**config.mk**
```make
export PLATFORM = sky130hd
export DESIGN_NAME = bus_ctrl
export DESIGN_NICKNAME = d
export VERILOG_FILES = /design/src/rtl/bus_ctrl.sv
export SDC_FILE = /design/constraint.sdc
export NUM_CORES = 1
export LEC_CHECK = 0
export BUFFER_PORTS_ARGS = -buffer_cell sky130_fd_sc_hd__buf_4
export CAP_MARGIN = 40
export CORE_MARGIN = 1.5
export CORE_UTILIZATION = 44
export DETAILED_ROUTE_END_ITERATION = 10
export PLACE_DENSITY = 0.75
export SLEW_MARGIN = 20
export SYNTH_ARGS = -nofsm -noshare
export SYNTH_HDL_FRONTEND = slang
export SYNTH_SLANG_ARGS = --single-unit
```
**constraint.sdc**
```tcl
create_clock -name clock -period 2.1 [get_ports clock]
set_clock_uncertainty 0.15 [all_clocks]
set_input_delay 0.21 -clock clock [delete_from_list [all_inputs] [get_ports clock]]
set_output_delay 0.21 -clock clock [all_outputs]
set_load 0.02 [all_outputs]
```
**src/rtl/bus_ctrl.sv**
```systemverilog
// ---------------------------------------------------------------------------
// bus_ctrl
//   Bus controller between the CPU bus interface and the memory/IO slaves.
//   An access is decoded against a parameter-supplied region table, which
//   yields a chip-select. The access is then sequenced either by a fixed
//   per-region wait count or by waiting for the slave acknowledge. Unmapped
//   addresses and acknowledge timeouts are reported as a bus error.
//
// Handshake: the CPU raises read and/or write (req) and holds it for the
//   whole access. buswait stays high until the access ends in DONE or ERR.
//   The CPU then drops req, and the controller returns to IDLE on the next
//   edge. A new access needs at least one cycle with req low. Dropping req
//   before DONE/ERR aborts the access without raising an error.
//
// Ports:
//   clock       system clock, rising edge
//   reset_n     synchronous active-low reset
//   read        read request, held for the whole access
//   write       write request, same rules as read
//   address     access address (decoded in IDLE only)
//   map         address map select (0 = boot map, 1 = run map)
//   ack         slave completion, sampled in WAIT for ack-mode regions
//   buswait     stall to CPU, low only in DONE or ERR
//   start       one-cycle address-latch strobe to slaves
//   chipselect  registered select of the current access (0 = none)
//   buserr      access failed, high only in ERR
//   dbg_state   current FSM state (0 IDLE, 1 START, 2 WAIT, 3 DONE, 4 ERR)
// ---------------------------------------------------------------------------
module bus_ctrl #(
  parameter int AW   = 32,
  parameter int CSW  = 4,
  parameter int NREG = 8,
  parameter logic [NREG*AW-1:0] REGION_BASE = {
    32'hFFFFFFC0, 32'hFFFF0000, 32'hFFFF8000, 32'h00800800,
    32'h00800000, 32'h00000000, 32'h00004000, 32'h00000000},
  parameter logic [NREG*AW-1:0] REGION_LIMIT = {
    32'hFFFFFFFF, 32'hFFFFFFBF, 32'hFFFFBFFF, 32'h00800FFF,
    32'h008007FF, 32'h007FFFFF, 32'h007FFFFF, 32'h00003FFF},
  parameter logic [NREG*CSW-1:0] REGION_CS = {
    4'd1, 4'd2, 4'd3, 4'd4, 4'd5, 4'd6, 4'd6, 4'd3},
  parameter logic [NREG*2-1:0] REGION_MODE = {
    2'b11, 2'b11, 2'b10, 2'b11, 2'b11, 2'b10, 2'b01, 2'b01},
  parameter logic [NREG*4-1:0] REGION_WAIT = 32'h11111111,
  parameter logic [NREG-1:0]   REGION_ACK  = 8'b0001_0000,
  parameter int TIMEOUT = 255
) (
  input  logic           clock,
  input  logic           reset_n,
  input  logic           read,
  input  logic           write,
  input  logic [AW-1:0]  address,
  input  logic           map,
  input  logic           ack,
  output logic           buswait,
  output logic           start,
  output logic [CSW-1:0] chipselect,
  output logic           buserr,
  output logic [2:0]     dbg_state
);

  localparam int TW = $clog2(TIMEOUT + 1);

  typedef enum logic [2:0] {
    S_IDLE  = 3'd0,
    S_START = 3'd1,
    S_WAIT  = 3'd2,
    S_DONE  = 3'd3,
    S_ERR   = 3'd4
  } state_t;

  state_t         r_state;
  logic [CSW-1:0] r_cs;
  logic [3:0]     r_wcnt;
  logic [TW-1:0]  r_tcnt;
  logic           r_ackm;

  state_t         w_state_nxt;
  logic [CSW-1:0] w_cs_nxt;
  logic [3:0]     w_wcnt_nxt;
  logic [TW-1:0]  w_tcnt_nxt;
  logic           w_ackm_nxt;

  logic           w_req;
  logic           w_hit;
  logic [CSW-1:0] w_hit_cs;
  logic [3:0]     w_hit_wait;
  logic           w_hit_ack;

  assign w_req = read | write;

  // Region decode. Scanning from the top index down lets the lowest hitting
  // index overwrite the others, so it wins the priority.
  always_comb begin
    w_hit      = 1'b0;
    w_hit_cs   = '0;
    w_hit_wait = '0;
    w_hit_ack  = 1'b0;
    for (int i = NREG - 1; i >= 0; i--) begin
      if ((address >= REGION_BASE[i*AW +: AW]) &&
          (address <= REGION_LIMIT[i*AW +: AW]) &&
          REGION_MODE[2*i + (map ? 1 : 0)]) begin
        w_hit      = 1'b1;
        w_hit_cs   = REGION_CS[i*CSW +: CSW];
        w_hit_wait = REGION_WAIT[i*4 +: 4];
        w_hit_ack  = REGION_ACK[i];
      end
    end
  end

  // State register, with the access context registers that travel with it.
  always_ff @(posedge clock) begin
    if (!reset_n) begin
      r_state <= S_IDLE;
      r_cs    <= '0;
      r_wcnt  <= '0;
      r_tcnt  <= '0;
      r_ackm  <= 1'b0;
    end else begin
      r_state <= w_state_nxt;
      r_cs    <= w_cs_nxt;
      r_wcnt  <= w_wcnt_nxt;
      r_tcnt  <= w_tcnt_nxt;
      r_ackm  <= w_ackm_nxt;
    end
  end

  // Next-state logic. The region wait count is latched into the wait
  // counter in IDLE and counted down in WAIT. The map select is consumed by
  // the decode and has no use after IDLE, so it is not kept.
  always_comb begin
    w_state_nxt = r_state;
    w_cs_nxt    = r_cs;
    w_wcnt_nxt  = r_wcnt;
    w_tcnt_nxt  = r_tcnt;
    w_ackm_nxt  = r_ackm;
    case (r_state)
      S_IDLE: begin
        if (w_req) begin
          if (w_hit) begin
            w_cs_nxt    = w_hit_cs;
            w_wcnt_nxt  = w_hit_wait;
            w_ackm_nxt  = w_hit_ack;
            w_state_nxt = S_START;
          end else begin
            w_cs_nxt    = '0;
            w_state_nxt = S_ERR;
          end
        end
      end
      S_START: begin
        if (!w_req) begin
          w_cs_nxt    = '0;
          w_state_nxt = S_IDLE;
        end else if (!r_ackm && (r_wcnt == 4'd0)) begin
          w_state_nxt = S_DONE;
        end else begin
          w_tcnt_nxt  = '0;
          w_state_nxt = S_WAIT;
        end
      end
      S_WAIT: begin
        if (!w_req) begin
          w_cs_nxt    = '0;
          w_state_nxt = S_IDLE;
        end else if (r_ackm) begin
          // ack beats a timeout landing in the same cycle.
          if (ack) begin
            w_state_nxt = S_DONE;
          end else begin
            w_tcnt_nxt = r_tcnt + TW'(1);
            if (r_tcnt == TW'(TIMEOUT - 1)) begin
              w_state_nxt = S_ERR;
            end
          end
        end else begin
          // The counter is never 0 here; <= 1 keeps it from wrapping anyway.
          if (r_wcnt <= 4'd1) begin
            w_state_nxt = S_DONE;
          end else begin
            w_wcnt_nxt = r_wcnt - 4'd1;
          end
        end
      end
      S_DONE, S_ERR: begin
        if (!w_req) begin
          w_cs_nxt    = '0;
          w_state_nxt = S_IDLE;
        end
      end
      default: begin
        w_cs_nxt    = '0;
        w_state_nxt = S_IDLE;
      end
    endcase
  end

  // Outputs are decoded purely from the registered state.
  always_comb begin
    start      = (r_state == S_START);
    buswait    = !((r_state == S_DONE) || (r_state == S_ERR));
    buserr     = (r_state == S_ERR);
    chipselect = r_cs;
    dbg_state  = r_state;
  end

endmodule

```
[Yosys cells after proc, flatten, opt, wreduce, memory -nomap -nowiden]
Memory sizes are Yosys's and may differ from the RTL's.
Cells that the tools add are included.
Word-level totals
  register bits: 20
  bits in read-only memories: 128
  input port bits: 38
  output and inout port bits: 10
  logic and storage cells: 167
  memories: 8
Memory list
  (name not given): words 16, width 1, read ports 1, clocked after memory_dff 0, write ports 0, RTL line 101  | REGION_MODE[2*i + (map ? 1 : 0)]) begin
  (name not given): words 16, width 1, read ports 1, clocked after memory_dff 0, write ports 0, RTL line 101
  (name not given): words 16, width 1, read ports 1, clocked after memory_dff 0, write ports 0, RTL line 101
  (name not given): words 16, width 1, read ports 1, clocked after memory_dff 0, write ports 0, RTL line 101
  (name not given): words 16, width 1, read ports 1, clocked after memory_dff 0, write ports 0, RTL line 101
  (name not given): words 16, width 1, read ports 1, clocked after memory_dff 0, write ports 0, RTL line 101
  +2 memories
Cells by class
  add/subtract/negate cells: 9
  magnitude comparators: 23
  eq/ne operators: 18
  muxes and demuxes: 72
  bitwise operators: 1
  reductions and logical operators: 31
Operators with widths (count)
  $lt A32 B6 Y1 const B: 7
  $add A5 B32 Y32 const A: 4
  $ge A32 B32 Y1 const B: 3
  $le A32 B32 Y1 const B: 3
  $mux W4: 22
  $add A4 B32 Y32 const A: 2
  $ge A32 B24 Y1 const B: 2
  $le A32 B24 Y1 const B: 2
  $mux W8: 5
  $add A3 B32 Y32 const A: 1
  $ge A32 B1 Y1 const B: 1
  $ge A32 B15 Y1 const B: 1
  $le A32 B14 Y1 const B: 1
  $le A32 B23 Y1 const B: 1
  $mux W1: 32
  $mux W3: 8
  $ne A2 B2 Y1 const B: 10
  $logic_and A1 B1 Y1: 17
  $pmux W4 S2: 2
  $pmux W8 S2: 1
  $pmux W3 S4: 1
  $reduce_and A6 Y1: 2
  $add A8 B1 Y8 const B: 1
  $eq A8 B8 Y1 const B: 1
  other kinds (21): 24

[Logic depth before layout (Yosys ltp)]
Gate-level depths: netlist of the first run.
  word-level depth: 17
  gate-level depth with buffers: 7
  mapped depth without buffers: 7

[Worst setup path before layout of the first run]
No wires, ideal clock.
  path kind: reg2reg
  start point: register r_state[1] (netlist: dbg_state[1])
  end point: register r_state[2] (netlist: dbg_state[2])
  arrival time: 1816 ps
  path slack: 13 ps
  cell stages (with the launch flop): 7
  path buffers: 1
  period minus slack after synthesis: 2087 ps
  cells stage by stage: dfxtp_1 clkbuf_1 or3b_1 or3_1 o21ai_1 o31a_1 nor3_1
On the way
  word-level cells in the longest chain between the ends: 4
  elaborated cells on any way between the ends: 12
  those cells by class: eq/ne: 8; mux: 1; reduce/logical: 3
Ends and longest elaborated chain
  start: declaration: RTL line 71  | state_t r_state;
  start signal: assignment: RTL line 119  | r_state <= w_state_nxt;
  $eq A3 B3 Y1 or $eq A3 B2 Y1 (tied branches): RTL line 136  | case (r_state)
  $reduce_or A2 Y1: RTL line 136
  $ne A2 B2 Y1 (no source line)
  $reduce_and A4 Y1 (no source line)
Several ways; a longest one is shown, not always the timed one.
A chain may end at the register's enable or synchronous reset.

[Worst setup path after layout of the first run]
  start point: register r_wcnt[1]
  end point: register r_tcnt[4]
On the way
  word-level cells in the longest chain between the ends: 4
Ends and longest elaborated chain
  start: declaration: RTL line 73  | logic [3:0] r_wcnt;
  start signal: assignment: RTL line 121  | r_wcnt <= w_wcnt_nxt;
  $logic_not A4 Y1: RTL line 154  | end else if (!r_ackm && (r_wcnt == 4'd0)) begin
  $logic_and A1 B1 Y1: RTL line 154
  $ne A2 B2 Y1 (no source line)
  $reduce_and A6 Y1 (no source line)
  end signal: assignment: RTL line 122  | r_tcnt <= w_tcnt_nxt;
  end: declaration: RTL line 74  | logic [TW-1:0] r_tcnt;
Every way passes these cells.

==> results.py, run 1 <==
metrics = {
    "floorplan": {
        "core-area_mm2": 0.00278,
        "row_count": 19,
        "die-height_um": 57.2,
        "io_pins": 48,
        "die_w_um": 57.2,
        "start_util_pct": 46.5,
        "die_area_mm2": 0.00327,
    },
    "worst_hold_path": {
        "hold_class": "primary input to flip-flop",
        "holdCritStartpoint": "address[11]",
        "holdPathStages": 3,
    },
    "cts": {
        "cts_buffer_depth": 2,
        "root_buffer": "clkbuf_4",
        "cts_tree": "yes",
        "clk_latency_ns": 0.31,
        "cts.htree.levels": 1,
        "cts.sinks": 19,
        "cts_hold_buf": 0,
        "cts_buffers": 3,
        "clk_pin_slew_ns": 0.12,
    },
    "cells_and_area": {
        "syn_to_final_growth_pct": 32.2,
        "fill_cells": 246,
        "diodes": 0,
        "drive_gt1_share_pct": 31.4,
        "fin_nets": 253,
        "fin_area_mm2": 0.00171,
    },
    "sta": {
        "period_needed_ns": 2.06,
        "finalSetupViolations": 0,
        "hold_violations": 0,
        "fmax_mhz": 486,
        "finalCritPeriodShare_pct": 98.0,
        "drv_slew": 0,
    },
    "route": {
        "first_pass_iters": 4,
        "drc_errors": 0,
        "vias": 1405,
        "wl_um": 3560,
        "wire_per_inst_um": 14.8,
        "routed_via_density": 5.83,
        "drt_iter0_drc": 106,
        "final_antenna_net_count": 0,
    },
    "yosys": {
        "synthDominantCellAreaShare_pct": 29.4,
        "synth_flop_cell": "dfxtp_1",
        "synth_nets": 205,
        "ys_top_cells_by_area": "dfxtp_1, nand4_1, nor2_1",
        "yosys_register_bits": 19,
        "synth-edff-count": 0,
        "syn-cell-area_mm2": 0.00129,
        "synth_common_cells": "dfxtp_1, nor2_1, nand4_1",
        "async_flop_share_pct": 0,
        "ys_types": 46,
        "synth.most_common_cell": "dfxtp_1",
        "yosysSeqAreaShare_pct": 29.4,
        "avgSynthCellArea_um2": 7.94,
        "yosysTopAreaCell": "dfxtp_1",
        "synth_warnings": 0,
        "synthCells": 163,
    },
    "worst_setup_path": {
        "rrSetupSlack_ns": 0.04,
        "crit_path_end_kind": "flip-flop",
        "r2r-start": "r_wcnt[1]",
        "critPathRequiredTime_ns": 2.14,
        "setup.worst_path.start_class": "flip-flop",
        "worst-setup-path-type": "flip-flop to flip-flop",
        "crit_path_end": "r_tcnt[4]",
        "cp-startpoint": "r_wcnt[1]",
        "r2r_end": "r_tcnt[4]",
        "cp_data_arrival_time_ns": 2.10,
        "crit_fanout": 5,
        "reg2reg_depth": 8,
    },
    "flow_run": {
        "cap_violations": 0,
    },
    "global_routing": {
        "antenna_found_initial": 0,
        "grt_pass1_wl_um": 5910,
        "grt_pass1_vias": 1381,
        "overflow": 0,
        "grt_max_degree": 12,
        "track_usage_pct": 21.9,
    },
    "power_and_ir_drop": {
        "power-per-cell-area_mw_per_mm2": 457,
        "total_power_w": 0.000782,
        "vdd_drop_max_mv": 0.327,
        "leakage_nw": 0.686,
    },
    "status": {
        "status": "finished, final reports clean",
    },
    "place": {
        "place.port_buffers": 40,
        "place_congestion": 0.882,
        "placed_area_mm2": 0.00166,
        "hpwl_um": 2730,
    },
}
[power breakdown]
group	switching, W	internal (W)	leakage [nW]	total (W)
clock	0.000120	0.0000711	0.0177	0.000191
sequential	0.00000719	0.000366	0.154	0.000374
combinational	0.000115	0.000102	0.514	0.000218
[layout by cell type (no fill, tap or decap), types with 2 or more instances in the layout]
master / instances
o311ai_1: 2
or4_4: 2
a21oi_1: 11
o31ai_1: 3
nor3_1: 9
ha_1: 3
nor2b_1: 4
nand2_1: 9
nand4_1: 12
or3_1: 3
nor2_1: 17
buf_4: 47
o21ai_1: 6
o21ai_0: 4
nor4_1: 2
nand2b_1: 2
clkbuf_4: 3
dfxtp_1: 18
xnor2_1: 7
nand3_1: 5
o31a_1: 2
or4_1: 2
and3_1: 3
nor4_4: 2
inv_1: 7
[kinds of logic after synthesis]
kind of cell	after synthesis	synth area share, %
xor+xnor	7	4.74
buf+inv	12	3.77
compound gates	38	19.7
mux	1	0.870
fa+ha+maj	4	3.87
flops	19	29.4
other cells	1	0.290
simple gates	81	37.3
[per-stage QoR]
stage | TNS [ns] | cells | setup WS, ns | hold WS, ns | utilization, %
after floorplan | 0 | 163 | 0.0135 | 0.214 | -
after global placement | -0.0660 | 236 | -0.0523 | 0.299 | 59.8
after detailed placement | -0.153 | 236 | -0.0562 | 0.313 | 59.8
after CTS | 0 | 240 | 0.0822 | 0.0570 | 60.8
after global routing | -0.141 | 241 | -0.0412 | 0.0560 | 61.5
final | 0 | 241 | 0.0425 | 0.0592 | 61.5
[worst min-delay path by stage]
stage | end | slack [ns]
after floorplan | r_ackm | 0.21
after global placement | chipselect[1] | 0.30
after detailed placement | chipselect[1] | 0.31
after CTS | r_ackm | 0.06
after global routing | r_ackm | 0.06
final | r_ackm | 0.06
[final cells by class]
cell class,instances,area (um2),share of cell area (%)
well taps,31,38.8,2.27
repair buffers,48,358,20.9
flip-flops and latches,19,382,22.3
clock buffers,3,22.5,1.32
multi-input cells,132,878,51.4
clock inverters,1,5.00,0.293
inverters,7,26.3,1.54
[state kept, by name, summed over array words and instances, names as in the netlist]
signal / flops
chipselect: 3
dbg_state: 3
r_ackm: 1
r_tcnt: 8
r_wcnt: 4
[worst max-delay path, stage by stage, from the launching register on]
cell     delay [ns]
dfxtp_1        0.35
inv_1          0.10
ha_2           0.22
or4b_4         0.49
a32oi_2        0.21
buf_4          0.17
nor3_1         0.06
xnor2_1        0.15
nor2_1         0.06
[metal layers]
layer	global-route usage, %	up-vias	wire length (um)
met4	3.99	0	19
met2	37.3	41	1760
met1	30.2	656	1590
met3	2.72	4	186
li1	-	704	-
met5	0	-	0
[repair_timing]
action | in CTS | in global routing
setup buffers | 0 | 0
hold endpoints to repair | 0 | 0
gates resized for setup | 0 | 5
endpoints found under the setup margin | 0 | 7
(Power assumes the default switching activity.)
==> run 2, diff against run 1 <==
--- a/config.mk
+++ b/config.mk
@@ -6,10 +6,10 @@
 export NUM_CORES = 1
 export LEC_CHECK = 0
 export BUFFER_PORTS_ARGS = -buffer_cell sky130_fd_sc_hd__buf_4
-export CAP_MARGIN = 40
 export CORE_MARGIN = 1.5
 export CORE_UTILIZATION = 44
 export DETAILED_ROUTE_END_ITERATION = 10
+export GPL_TIMING_DRIVEN = 0
 export PLACE_DENSITY = 0.75
 export SLEW_MARGIN = 20
 export SYNTH_ARGS = -nofsm -noshare
==> constraint.sdc (replaced) <==
create_clock -name clock -period 1.7 [get_ports clock]
set_clock_uncertainty 0.15 [all_clocks]
set_input_delay 0.17 -clock clock [delete_from_list [all_inputs] [get_ports clock]]
set_output_delay 0.17 -clock clock [all_outputs]
set_load 0.02 [all_outputs]
==> run 2 against run 1 <==
Compared with the run above: the run now ends with setup timing left; final area up 28%; non-clock buffer count up 24; fmax up 2.7%; hold slack worse by 0.039 ns; first-iteration DRC count down 26%; global-route usage up 2.8 points; core utilization up 17 points; routed wire length up 25%.
==> results.py, run 2 (synthesis gave the netlist of run 1 again) <==
metrics = {
    "worst_setup_path": {
        "rrSetupSlack_ns": -0.30,
        "r2r_end": "dbg_state[2]",
        "crit_path_end": "dbg_state[2]",
        "critPathRequiredTime_ns": 1.74,
        "r2r-start": "dbg_state[1]",
        "crit_fanout": 5,
        "cp-startpoint": "dbg_state[1]",
        "crit_path_end_kind": "flip-flop",
        "worst-setup-path-type": "flip-flop to flip-flop",
        "setup.worst_path.start_class": "flip-flop",
        "reg2reg_depth": 6,
        "cp_data_arrival_time_ns": 2.04,
    },
    "sta": {
        "period_needed_ns": 2.00,
        "rsz0062_at_grt": "yes",
        "hold_violations": 0,
        "timing.final.ws_setup_ns": -0.304,
        "drv_slew": 0,
        "fmax_mhz": 499,
        "relSlewSlack_pct": 42.4,
        "finalSetupViolations": 17,
        "finalCritPeriodShare_pct": 118,
        "tightestPinTransition_ns": 0.861,
    },
    "cells_and_area": {
        "syn_to_final_growth_pct": 69.1,
        "diodes": 0,
        "largestRegisters": "r_tcnt (8), r_wcnt (4)",
        "final_cell_mix": "buf_4, nor2_1, dfxtp_1, nand4_1",
        "fin_cells": 265,
        "layout_commonest_cell": "buf_4",
        "fill_cells": 192,
        "drive_gt1_share_pct": 54.3,
        "regMostFlops": "r_tcnt",
        "fin_area_mm2": 0.00219,
        "largest_reg_flops": 8,
        "fin_nets": 277,
    },
    "floorplan": {
        "row_count": 19,
        "io_pins": 48,
        "die-height_um": 57.2,
        "die_w_um": 57.2,
        "start_util_pct": 46.5,
        "core-area_mm2": 0.00278,
        "die_area_mm2": 0.00327,
    },
    "route": {
        "vias": 1608,
        "wire_per_inst_um": 16.8,
        "drt_iter0_drc": 78,
        "wl_um": 4460,
        "routed_via_density": 6.07,
        "final_antenna_net_count": 0,
        "first_pass_iters": 4,
        "drc_errors": 0,
    },
    "cts": {
        "cts_buffer_depth": 2,
        "cts.sinks": 19,
        "root_buffer": "clkbuf_4",
        "cts_buffers": 3,
        "cts.htree.levels": 1,
        "cts_tree": "yes",
        "clk_pin_slew_ns": 0.12,
        "clk_latency_ns": 0.31,
    },
    "power_and_ir_drop": {
        "power-per-cell-area_mw_per_mm2": 506,
        "vdd_drop_max_mv": 0.428,
        "leakage_nw": 0.873,
        "total_power_w": 0.00111,
    },
    "place": {
        "dp.cells": 234,
        "hpwl_um": 2780,
        "placed_area_mm2": 0.00172,
        "place.port_buffers": 40,
        "place_congestion": 0.835,
        "dp_slack_ns": -0.527,
    },
    "flow_run": {
        "cap_violations": 0,
    },
    "global_routing": {
        "grt_max_degree": 12,
        "antenna_found_initial": 0,
        "grt_pass1_vias": 1494,
        "overflow": 0,
        "grt_pass1_wl_um": 6450,
        "track_usage_pct": 24.8,
    },
    "worst_hold_path": {
        "hold_class": "primary input to flip-flop",
    },
    "status": {
        "status": "finished with violations",
        "violations": "setup timing",
    },
}
==> run 2: what timing repair did <==
item                                   CTS  global route
gates cloned                             2             0
setup endpoints to repair               19            20
endpoints found under the hold margin    0             1
pin swaps                               11            20
buffers inserted                        12            14
resized for setup                       28            27
hold buffers                             0             1
==> run 2: worst max-delay path: stages, from the launching register on <==
cell and delay (ns):
dfxtp_2 0.38, buf_8 0.12, or3b_4 0.42, or3_4 0.42, o21ai_2 0.17, o31a_1 0.16, nor3_1 0.05
==> run 2: report_power, final <==
group	internal, W	switching [W]
registers	0.000454	0.00000677
clock network	0.0000879	0.000149
logic	0.000216	0.000194
total	0.000757	0.000349
==> run 2: stage by stage <==
step / utilization [%] / TNS (ns) / hold WS (ns)
final: 78.6 / -3.05 / 0.0203
after CTS: 71.4 / -2.62 / 0.00336
after global placement: 61.9 / -4.85 / 0.302
after global routing: 78.6 / -4.14 / 0.0165
after floorplan: - / -2.41 / 0.174
after detailed placement: 61.9 / -5.52 / 0.304
==> run 2: worst min path at each step <==
| stage | from | endpoint | slack [ns] | cells after the start |
|---|---|---|---|---|
| final | address[11] | r_ackm | 0.02 | 3 |
| after global routing | address[11] | r_ackm | 0.02 | 3 |
| after CTS | reset_n | chipselect[2] | 0.003 | 3 |
| after detailed placement | chipselect[1] | chipselect[1] | 0.30 | 2 |
| after global placement | chipselect[2] | chipselect[2] | 0.30 | 2 |
| after floorplan | address[23] | r_ackm | 0.17 | 2 |
==> run 2: layout make-up <==
class | instances | area, um2 | area share (%)
timing repair buffer | 68 | 556 | 25.4
clock buffer | 3 | 22.5 | 1.03
multi-input combinational | 132 | 1110 | 50.7
buffer | 4 | 41.3 | 1.89
inverter | 7 | 26.3 | 1.20
clock inverter | 1 | 5.00 | 0.229
tap | 31 | 38.8 | 1.77
sequential | 19 | 389 | 17.8
==> run 2: per-layer routing <==
metal | wire (um) | track usage (%)
met3 | 280 | 5.22
met1 | 1830 | 29.8
met5 | 0 | 0
met2 | 2310 | 43.2
met4 | 50 | 9.30
==> run 3, diff against run 2 <==
--- a/config.mk
+++ b/config.mk
@@ -7,10 +7,11 @@
 export LEC_CHECK = 0
 export BUFFER_PORTS_ARGS = -buffer_cell sky130_fd_sc_hd__buf_4
 export CORE_MARGIN = 1.5
-export CORE_UTILIZATION = 44
+export CORE_UTILIZATION = 45
 export DETAILED_ROUTE_END_ITERATION = 10
 export GPL_TIMING_DRIVEN = 0
-export PLACE_DENSITY = 0.75
+export HOLD_SLACK_MARGIN = 0.08
+export PLACE_DENSITY = 0.74
 export SLEW_MARGIN = 20
 export SYNTH_ARGS = -nofsm -noshare
 export SYNTH_HDL_FRONTEND = slang
==> constraint.sdc (replaced) <==
create_clock -name clock -period 2.44 [get_ports clock]
set_clock_uncertainty 0.15 [all_clocks]
set_input_delay 0.244 -clock clock [delete_from_list [all_inputs] [get_ports clock]]
set_output_delay 0.244 -clock clock [all_outputs]
set_load 0.02 [all_outputs]
==> run 3 against run 2 <==
Compared with the run above: the run now ends clean; register-to-register slack better by 0.54 ns; global-route usage is 2.4 points lower; largest power group unchanged; clock-buffer cell count is 1 higher; sequential share of layout area is 4.7 points higher; largest cell class unchanged; fmax is 9.2% lower; routed wire length is 24% lower; highest routed layer unchanged; critical path depth stayed put; setup slack better by 0.54 ns; flip-flop and latch count stayed put; final area is 23% lower.
==> results.py, run 3 (synthesis gave the netlist of run 1 again) <==
metrics = {
    "sta": {
        "rsz0062_at_grt": "no",
        "period_needed_ns": 2.21,
        "hold_violations": 0,
        "finalSetupViolations": 0,
        "fmax_mhz": 453,
        "drv_slew": 0,
        "relSlewSlack_pct": 58.9,
        "tightestPinTransition_ns": 0.612,
        "timing.hold.ws_ns": 0.0926,
        "finalCritPeriodShare_pct": 90.4,
        "tns_ns": 0,
    },
    "global_routing": {
        "grt_max_degree": 11,
        "overflow": 0,
        "track_usage_pct": 22.3,
        "grt_pass1_vias": 1411,
        "grt_pass1_wl_um": 5860,
        "antenna_found_initial": 0,
    },
    "worst_setup_path": {
        "r2r_end": "dbg_state[1]",
        "crit_path_end": "dbg_state[1]",
        "cp-startpoint": "dbg_state[1]",
        "crit_fanout": 10,
        "critPathRequiredTime_ns": 2.54,
        "cp_data_arrival_time_ns": 2.31,
        "rrSetupSlack_ns": 0.23,
        "crit_path_max_incr_delay_ns": 0.50,
        "r2r-start": "dbg_state[1]",
        "reg2reg_depth": 6,
        "path_depth": 6,
        "worst-setup-path-type": "flip-flop to flip-flop",
        "path_cells": "clkbuf_1 -> or3b_1 -> or3_1 -> o21ai_1 -> o31ai_1 -> a21oi_1",
        "cp_num_buf_inv": 1,
        "setup.worst_path.start_class": "flip-flop",
        "crit_family": "simple AND/OR/NAND/NOR gates",
        "crit_path_end_kind": "flip-flop",
        "cpMaxStageDelayCell": "or3b_1",
    },
    "power_and_ir_drop": {
        "power-per-cell-area_mw_per_mm2": 395,
        "vdd_drop_max_mv": 0.415,
        "switchingPower_w": 0.000207,
        "leakage_nw": 0.665,
        "intPower_w": 0.000461,
        "power_frac_clock_pct": 25.3,
        "seqPwrFrac_pct": 47.9,
        "comb_power_share_pct": 26.8,
        "switching_share_pct": 31.0,
    },
    "status": {
        "status": "finished, final reports clean",
    },
    "route": {
        "wire_per_inst_um": 14.3,
        "final_antenna_net_count": 0,
        "routed_via_density": 5.88,
        "drc_errors": 0,
        "vias": 1406,
        "first_pass_iters": 4,
        "drt_iter0_drc": 45,
        "wl_um": 3410,
    },
    "cells_and_area": {
        "fin_nets": 251,
        "fin_util_pct": 61.8,
        "drive_gt1_share_pct": 26.4,
        "largest_reg_flops": 8,
        "syn_to_final_growth_pct": 30.6,
        "regMostFlops": "r_tcnt",
        "layout_commonest_cell": "buf_4",
        "largestRegisters": "r_tcnt (8), r_wcnt (4)",
        "diodes": 0,
        "final_cell_mix": "buf_4, dfxtp_1, nor2_1, nand4_1, a21oi_1",
        "fill_cells": 244,
    },
    "cts": {
        "clk_latency_ns": 0.31,
        "cts.htree.levels": 1,
        "cts.sinks": 19,
        "cts_tree": "yes",
        "cts_setup_buffers": 0,
        "root_buffer": "clkbuf_4",
        "cts_buffers": 3,
        "clk_pin_slew_ns": 0.12,
        "cts_buffer_depth": 2,
    },
    "flow_run": {
        "cap_violations": 0,
    },
    "floorplan": {
        "row_count": 19,
        "die-height_um": 56.6,
        "die_area_mm2": 0.00321,
        "io_pins": 48,
        "die_w_um": 56.6,
        "core-area_mm2": 0.00273,
        "start_util_pct": 47.3,
    },
    "place": {
        "place.port_buffers": 40,
        "hpwl_um": 2570,
        "place_congestion": 0.871,
    },
    "worst_hold_path": {
        "holdPathStages": 3,
        "hold_class": "primary input to flip-flop",
    },
}
==> run 3: worst min-delay path: stages <==
cell and delay (ns):
buf_4 0.12, nand4_1 0.09, a21oi_1 0.06
==> run 3: area by class of cell <==
| type | count | area [um2] | area share, % |
|---|---|---|---|
| multi-input cells | 132 | 885 | 52.4 |
| flip-flops and latches | 19 | 380 | 22.5 |
| repair buffers | 41 | 310 | 18.4 |
| well taps | 31 | 38.8 | 2.30 |
| clock buffers | 4 | 26.3 | 1.56 |
| inverters | 7 | 26.3 | 1.56 |
| plain buffers | 5 | 22.5 | 1.33 |
==> run 3: stage by stage <==
step,power (W),setup WS [ns],cell area [um2],std cells
global placement,0.000495,0.173,1630,234
detailed placement,0.000499,0.114,1630,234
global route,0.000700,0.0223,1690,239
floorplan,0.000420,0.353,1290,163
CTS,0.000665,0.0945,1670,239
finish,0.000667,0.233,1690,239
==> run 3: power groups by stage <==
stage | clock network (W) | logic [W] | registers, W
floorplan | 0 | 0.0000912 | 0.000328
global placement | 0 | 0.000169 | 0.000326
detailed placement | 0 | 0.000173 | 0.000327
CTS | 0.000170 | 0.000175 | 0.000320
global route | 0.000184 | 0.000195 | 0.000321
finish | 0.000169 | 0.000179 | 0.000319
==> run 3: per-layer routing <==
layer / vias to the layer above / wire [um] / global-route usage, %
met5: - / 0 / 0
met4: 0 / 15 / 4.08
met3: 2 / 180 / 6.22
met2: 37 / 1730 / 40.2
met1: 667 / 1480 / 26.4
li1: 700 / - / -
==> run 3: timing repair <==
item | CTS | global route
setup endpoints to repair | 0 | 5
gates resized for setup | 0 | 2
endpoints found under the hold margin | 1 | 0
hold buffers | 1 | 0
==> run 3: worst min-delay path by stage <==
stage / start / end
6_report: address[11] / r_ackm
3_5_place_dp: chipselect[1] / chipselect[1]
5_1_grt: address[11] / r_ackm
2_1_floorplan: address[23] / r_ackm
3_3_place_gp: chipselect[1] / chipselect[1]
4_1_cts: address[11] / r_ackm
